**src/rtl/seq_multiplier_if.sv**
```systemverilog
// Request/response bundle for the sequential shift-add multiplier.
// master issues operands and consumes the product; slave is the multiplier.
interface seq_multiplier_if #(
    parameter int BUS = 4
);
    logic           start;
    logic           signed_mode;
    logic [BUS-1:0] a;
    logic [BUS-1:0] b;
    logic           ready;
    logic           done;
    logic [BUS-1:0] result;
    logic [BUS-1:0] result_hi;
    logic           overflow;
    logic           zero;
    logic           negative;
    logic           carry_out;

    modport master (
        output start, signed_mode, a, b,
        input  ready, done, result, result_hi, overflow, zero, negative, carry_out
    );

    modport slave (
        input  start, signed_mode, a, b,
        output ready, done, result, result_hi, overflow, zero, negative, carry_out
    );
endinterface

```
**src/rtl/seq_multiplier.sv**
```systemverilog
// Multi-cycle shift-add multiplier (unsigned / two's-complement), full 2*BUS-bit product.
// Optional macro SEQ_MUL_EARLY_EXIT_EN: leave CALC once the remaining multiplier is zero.
module seq_multiplier #(
    parameter int BUS = 4
) (
    input  logic          clk,
    input  logic          rst_n,
    seq_multiplier_if.slave mul
);
    localparam int PW = 2 * BUS;
    localparam int CW = $clog2(BUS + 1);

    typedef enum logic [1:0] {
        S_IDLE,
        S_CALC,
        S_FIX,
        S_DONE
    } state_t;

    state_t          r_state;
    state_t          w_state_nxt;
    logic [CW-1:0]   r_cnt;
    logic            r_signed;
    logic            r_sign;
    logic [PW-1:0]   r_mcand;
    logic [BUS-1:0]  r_mult;
    logic [PW-1:0]   r_acc;
    logic [BUS-1:0]  r_result;
    logic [BUS-1:0]  r_result_hi;
    logic            r_overflow;
    logic            r_zero;
    logic            r_negative;
    logic            r_carry;

    logic [BUS-1:0]  w_mult_nxt;
    logic            w_last;
    logic            w_accept;
    logic [PW-1:0]   w_prod;
    logic [BUS-1:0]  w_prod_lo;
    logic [BUS-1:0]  w_prod_hi;

    // |-2^(BUS-1)| wraps to 2^(BUS-1), which is still correct read as unsigned.
    function automatic logic [BUS-1:0] f_mag(input logic [BUS-1:0] x, input logic sgn_mode);
        return (sgn_mode && x[BUS-1]) ? (~x + BUS'(1)) : x;
    endfunction

    function automatic logic [PW-1:0] f_apply_sign(input logic [PW-1:0] acc, input logic neg);
        return neg ? (~acc + PW'(1)) : acc;
    endfunction

    assign w_accept   = (r_state == S_IDLE) && mul.start;
    assign w_mult_nxt = r_mult >> 1;
`ifdef SEQ_MUL_EARLY_EXIT_EN
    assign w_last     = (r_cnt == CW'(1)) || (w_mult_nxt == '0);
`else
    assign w_last     = (r_cnt == CW'(1));
`endif

    assign w_prod     = f_apply_sign(r_acc, r_sign);
    assign w_prod_lo  = w_prod[BUS-1:0];
    assign w_prod_hi  = w_prod[PW-1:BUS];

    always_ff @(posedge clk) begin
        if (!rst_n) begin
            r_state <= S_IDLE;
            r_cnt   <= '0;
        end else begin
            r_state <= w_state_nxt;
            if (w_accept)
                r_cnt <= CW'(BUS);
            else if (r_state == S_CALC)
                r_cnt <= r_cnt - CW'(1);
        end
    end

    always_comb begin
        w_state_nxt = r_state;
        case (r_state)
            S_IDLE: if (mul.start) w_state_nxt = S_CALC;
            S_CALC: if (w_last)    w_state_nxt = S_FIX;
            S_FIX:                 w_state_nxt = S_DONE;
            S_DONE:                w_state_nxt = S_IDLE;
            default:               w_state_nxt = S_IDLE;
        endcase
    end

    // Operand/accumulator datapath carries no reset; the FSM alone decides what is valid.
    always_ff @(posedge clk) begin
        if (w_accept) begin
            r_signed <= mul.signed_mode;
            r_sign   <= mul.signed_mode & (mul.a[BUS-1] ^ mul.b[BUS-1]);
            r_mcand  <= {{BUS{1'b0}}, f_mag(mul.a, mul.signed_mode)};
            r_mult   <= f_mag(mul.b, mul.signed_mode);
            r_acc    <= '0;
        end else if (r_state == S_CALC) begin
            if (r_mult[0])
                r_acc <= r_acc + r_mcand;
            r_mcand <= r_mcand << 1;
            r_mult  <= w_mult_nxt;
        end
    end

    always_ff @(posedge clk) begin
        if (!rst_n) begin
            r_result    <= '0;
            r_result_hi <= '0;
            r_overflow  <= 1'b0;
            r_zero      <= 1'b0;
            r_negative  <= 1'b0;
            r_carry     <= 1'b0;
        end else if (r_state == S_FIX) begin
            r_result    <= w_prod_lo;
            r_result_hi <= w_prod_hi;
            r_zero      <= (w_prod == '0);
            r_negative  <= w_prod_lo[BUS-1];
            r_carry     <= w_prod[BUS];
            r_overflow  <= r_signed ? (w_prod_hi != {BUS{w_prod_lo[BUS-1]}})
                                    : (w_prod_hi != '0);
        end
    end

    assign mul.ready     = (r_state == S_IDLE);
    assign mul.done      = (r_state == S_DONE);
    assign mul.result    = r_result;
    assign mul.result_hi = r_result_hi;
    assign mul.overflow  = r_overflow;
    assign mul.zero      = r_zero;
    assign mul.negative  = r_negative;
    assign mul.carry_out = r_carry;
endmodule

```
**src/flat_wrapper.sv**
```systemverilog
// flat-port wrapper written by rule: the top's interface ports become plain ports
module seq_multiplier_flat 
#(
    parameter int BUS = 4
)
  (clk, rst_n, mul_start, mul_signed_mode, mul_a, mul_b, mul_ready, mul_done, mul_result, mul_result_hi, mul_overflow, mul_zero, mul_negative, mul_carry_out);
  seq_multiplier_if #(.BUS(BUS)) mul_i ();
  input  logic clk;
  input  logic rst_n;
  input wire logic [$bits(mul_i.start)-1:0] mul_start;
  input wire logic [$bits(mul_i.signed_mode)-1:0] mul_signed_mode;
  input wire logic [$bits(mul_i.a)-1:0] mul_a;
  input wire logic [$bits(mul_i.b)-1:0] mul_b;
  output wire logic [$bits(mul_i.ready)-1:0] mul_ready;
  output wire logic [$bits(mul_i.done)-1:0] mul_done;
  output wire logic [$bits(mul_i.result)-1:0] mul_result;
  output wire logic [$bits(mul_i.result_hi)-1:0] mul_result_hi;
  output wire logic [$bits(mul_i.overflow)-1:0] mul_overflow;
  output wire logic [$bits(mul_i.zero)-1:0] mul_zero;
  output wire logic [$bits(mul_i.negative)-1:0] mul_negative;
  output wire logic [$bits(mul_i.carry_out)-1:0] mul_carry_out;
  assign mul_i.start = mul_start;
  assign mul_i.signed_mode = mul_signed_mode;
  assign mul_i.a = mul_a;
  assign mul_i.b = mul_b;
  assign mul_ready = mul_i.ready;
  assign mul_done = mul_i.done;
  assign mul_result = mul_i.result;
  assign mul_result_hi = mul_i.result_hi;
  assign mul_overflow = mul_i.overflow;
  assign mul_zero = mul_i.zero;
  assign mul_negative = mul_i.negative;
  assign mul_carry_out = mul_i.carry_out;
  seq_multiplier #(.BUS(BUS)) u_core (.clk(clk), .rst_n(rst_n), .mul(mul_i));
endmodule
```
**config.mk**
```make
export PLATFORM = sky130hd
export DESIGN_NAME = seq_multiplier_flat
export DESIGN_NICKNAME = d
export VERILOG_FILES = /design/src/rtl/seq_multiplier_if.sv /design/src/rtl/seq_multiplier.sv /design/src/flat_wrapper.sv
export SDC_FILE = /design/constraint.sdc
export NUM_CORES = 1
export LEC_CHECK = 0
export ABC_AREA = 1
export BUFFER_PORTS_ARGS = -buffer_cell sky130_fd_sc_hd__clkbuf_2
export CORE_MARGIN = 4
export CORE_UTILIZATION = 30
export CTS_BUF_LIST = sky130_fd_sc_hd__clkbuf_8 sky130_fd_sc_hd__clkbuf_16
export CTS_CLUSTER_DIAMETER = 60
export DETAILED_ROUTE_END_ITERATION = 6
export MAX_ROUTING_LAYER = met4
export PLACE_DENSITY_LB_ADDON = 0.2
export SYNTH_ARGS = -nofsm -noshare
export SYNTH_HDL_FRONTEND = slang
export SYNTH_SLANG_ARGS = --single-unit
```
**constraint.sdc**
```tcl
create_clock -name clk -period 4.5 [get_ports clk]
set_clock_uncertainty 0.2 [all_clocks]
set_input_delay 0.225 -clock clk [delete_from_list [all_inputs] [get_ports clk]]
set_output_delay 0.225 -clock clk [all_outputs]
set_load 0.03 [all_outputs]
```
==> summary.md <==
| Metric | Value |
|---|---|
| CP arrival | `2.00 ns` |
| Worst Path Buf+Inv | `1` |
| Root Driver | `clkbuf_8` |
| DR vias | `1792` |
| Max Cap Viol | `0` |
| YS warnings | `0` |
| Rows | `30` |
| Wire length per cell | `11.2 um` |
| Share of the synthesized area in the top cell type | `0.251` |
| Fin. Hold Viols | `0` |
| Setup TNS | `0 ns` |
| I/O Pins | `26` |
| CP Max Fanout | `28` |
| Routed Antenna Nets | `0` |
| Via density | `4.47` |
| Post-route clock period utilization | `0.501` |
| Setup crit start kind | `flop` |
| Detailed router's first-iteration violation count | `53` |
| Leak | `0.00126 uW` |
| Setup Slack @ Placement | `2.19 ns` |
| Gp weighted congestion | `0.760` |
| Critical path's slowest cell | `nand2_1` |
| Top post-synthesis cells by area | `dfxtp_1, edfxtp_1, ha_1` |
| RR Endpoint | `u_core.r_mcand[3]$_DFFE_PP_` |
| Total clock sinks | `37` |
| Seq. cell area | `841 um^2` |
| Fillers | `749` |
| HP Class | `in2reg` |
| Share of layout cells above drive strength 1 | `0.151` |
| Max-slew violations | `0` |
| Final global-route overflow total | `0` |
| Initial antenna violation count | `0` |
| Multi-input logic area | `1100 um^2` |
| RSZ-0062 raised after global routing | `no` |
| Post-CTS Setup Bufs | `0` |
| Sequential fraction of the synthesis area | `0.391` |
| Critical path type | `reg2reg` |
| Nets | `334` |
| FF-to-FF setup slack | `2.25 ns` |
| Hold path startpoint | `rst_n` |
| Minimum clock period | `2.25 ns` |
| Initial Utilization | `0.313` |
| Worst-path cell chain | `inv_1 -> ha_1 -> nand2_1 -> nand2_1` |
| Net count after synthesis | `309` |
| Setup violations, final | `0` |
| #FFs+latches synth | `37` |
| R2R depth | `4` |
| Total power | `1880 uW` |
| Clock Pin Slew Worst Setup and Hold Paths | `0.08 ns` |
| Vias in the first global route | `1747` |
| Area delta synth->final | `14.9%` |
| Global-route wire length before repair | `7960 um` |
| Max incr delay on CP | `0.61 ns` |
| CP most frequent cell | `nand2_1` |
| Drt drc | `0` |
| Hold path depth | `3` |
| Port bufs | `25` |
| CP Data Required Time | `4.25 ns` |
| CTS tree | `done` |
| GRT Total Usage | `0.117` |
| Synth cell types | `31` |
| WHS Endpoint | `u_core.r_cnt[2]$_SDFFE_PN0P_` |
| Ant diodes | `0` |
| Non-filler instance count after layout | `401` |
| Final core occ | `0.360` |
| Htree depth | `2` |
| Power Density | `763 nW/um^2` |
| Crit end category | `flop` |
| FF-to-FF Start | `u_core.r_state[0]$_SDFFE_PN0P_` |
| CTS Buf Count | `5` |
| CP delay by family, top | `simple AND/OR/NAND/NOR gates` |
| Cell taking the most area after synthesis | `dfxtp_1` |
| Largest net degree at the start of global routing | `29` |
| DP Wirelength | `3440 um` |
| First drt pass iteration count | `4` |
| Final worst slack | `2.25 ns` |
| CORE AREA | `6870 um^2` |
| Die area | `8580 um^2` |
| Synth Instances | `279` |
| Outcome | `finished, final reports clean` |
| CTS max path bufs | `2` |
| Slew margin rel. | `0.457` |
| DRT Wirelength | `4490 um` |
| Die W | `92.6 um` |
| DIE HEIGHT | `92.6 um` |
| Slew of the pin with the lowest slew margin | `0.813 ns` |
| Maximum vdd ir drop | `228 uV` |
| Mean Syn Cell Area | `7.70 um^2` |
| F_max | `0.444 GHz` |
| DP Cell Count | `392` |
| Cell Area, Synth | `2150 um^2` |
| Worst-Skew Late Latency | `0.29 ns` |
[kinds of logic after synthesis]
group	share of synthesized area
simple gates	0.212
flops	0.391
buf+inv	0.0949
compound gates	0.157
fa+ha+maj	0.108
xor+xnor	0.0367
[what timing repair did]
item | 4_1_cts | 5_1_grt
hold endpoints to repair | 1 | 0
resized for setup | 0 | 0
endpoints found under the setup margin | 0 | 0
hold buffers | 1 | 0
[metal layers]
layer,wire length [um],up-vias,track usage
met5,0,-,-
met2,2060,21,0.189
met4,44,0,0.0330
met3,135,4,0.0252
met1,2260,814,0.149
li1,-,953,-
[cell usage in the layout (no fill, tap or decap), types with 2 or more instances in the layout]
master,instances
o21ai_0,25
nor3_1,4
clkbuf_8,5
dfxtp_1,27
xnor2_1,3
o211ai_1,5
xor2_1,6
inv_1,42
nand3_1,14
o21bai_1,2
nand2_2,9
a21oi_1,21
ha_1,17
nand4_1,2
clkbuf_2,25
edfxtp_1,10
nor2_1,26
nand2_1,46
nor2_2,2
[sequential cells by signal, indices dropped and copies added, names as in the netlist]
register	flops
u_core.r_acc	8
u_core.r_mcand	8
u_core.mul.result_hi	4
u_core.r_mult	4
u_core.mul.result	3
u_core.r_cnt	3
u_core.r_state	2
u_core.mul.negative	1
u_core.mul.overflow	1
u_core.mul.zero	1
u_core.r_sign	1
u_core.r_signed	1
[synthesized netlist by cell type (all sizes together)]
library cell  count
a211oi            1
a21o              1
a21oi            22
a22oi             1
buf               5
clkbuf            3
clkinv            1
dfxtp            27
edfxtp           10
fa                1
ha               17
inv              41
nand2            55
nand3            14
nand3b            1
nand4             2
nor2             28
nor3              4
o211a             1
o211ai            5
o21ai            27
o21bai            2
or2               1
xnor2             3
xor2              6
[how the worst max path moves through the flow]
stage	start	end	slack (ns)	cells after the start
finish	u_core.r_state[0]$_SDFFE_PN0P_	u_core.r_mcand[3]$_DFFE_PP_	2.25	4
global route	u_core.r_state[1]$_SDFFE_PN0P_	u_core.r_mult[0]$_DFFE_PP_	1.96	4
CTS	u_core.r_state[0]$_SDFFE_PN0P_	u_core.r_mult[3]$_SDFFCE_PN0P_	2.17	4
detailed placement	u_core.r_state[0]$_SDFFE_PN0P_	u_core.r_mcand[1]$_DFFE_PP_	2.19	4
global placement	u_core.r_state[0]$_SDFFE_PN0P_	u_core.r_mcand[0]$_SDFFCE_PN0P_	2.18	4
floorplan	u_core.r_state[0]$_SDFFE_PN0P_	u_core.r_mcand[0]$_SDFFCE_PN0P_	2.51	5
[worst min-delay path, cell delays in order]
cell and delay [ns]:
clkbuf_2 0.15, o21ai_0 0.10, inv_1 0.04
[final cells by class]
cell class / count / share of cell area
Clock inverter: 3 / 0.0172
Multi-Input combinational cell: 192 / 0.447
Inverter: 42 / 0.0638
Tap cell: 96 / 0.0486
Clock buffer: 5 / 0.0279
Timing Repair Buffer: 26 / 0.0547
Sequential cell: 37 / 0.340
[through the flow]
| step | hold WS [ns] | cell area, um^2 |
|---|---|---|
| 3_3_place_gp | 0.253 | 2350 |
| 4_1_cts | 0.0611 | 2470 |
| 5_1_grt | 0.0886 | 2470 |
| 6_report | 0.0663 | 2470 |
| 3_5_place_dp | 0.260 | 2350 |
| 2_1_floorplan | 0.124 | 2150 |
[where the power goes]
group          leakage (uW)  internal, uW  switching, uW  total (uW)
combinational      0.000879           345            635         980
sequential         0.000321           501            113         614
clock             0.0000595           164            126         290
total               0.00126          1010            873        1880
Power figures use the tool's default switching activity.
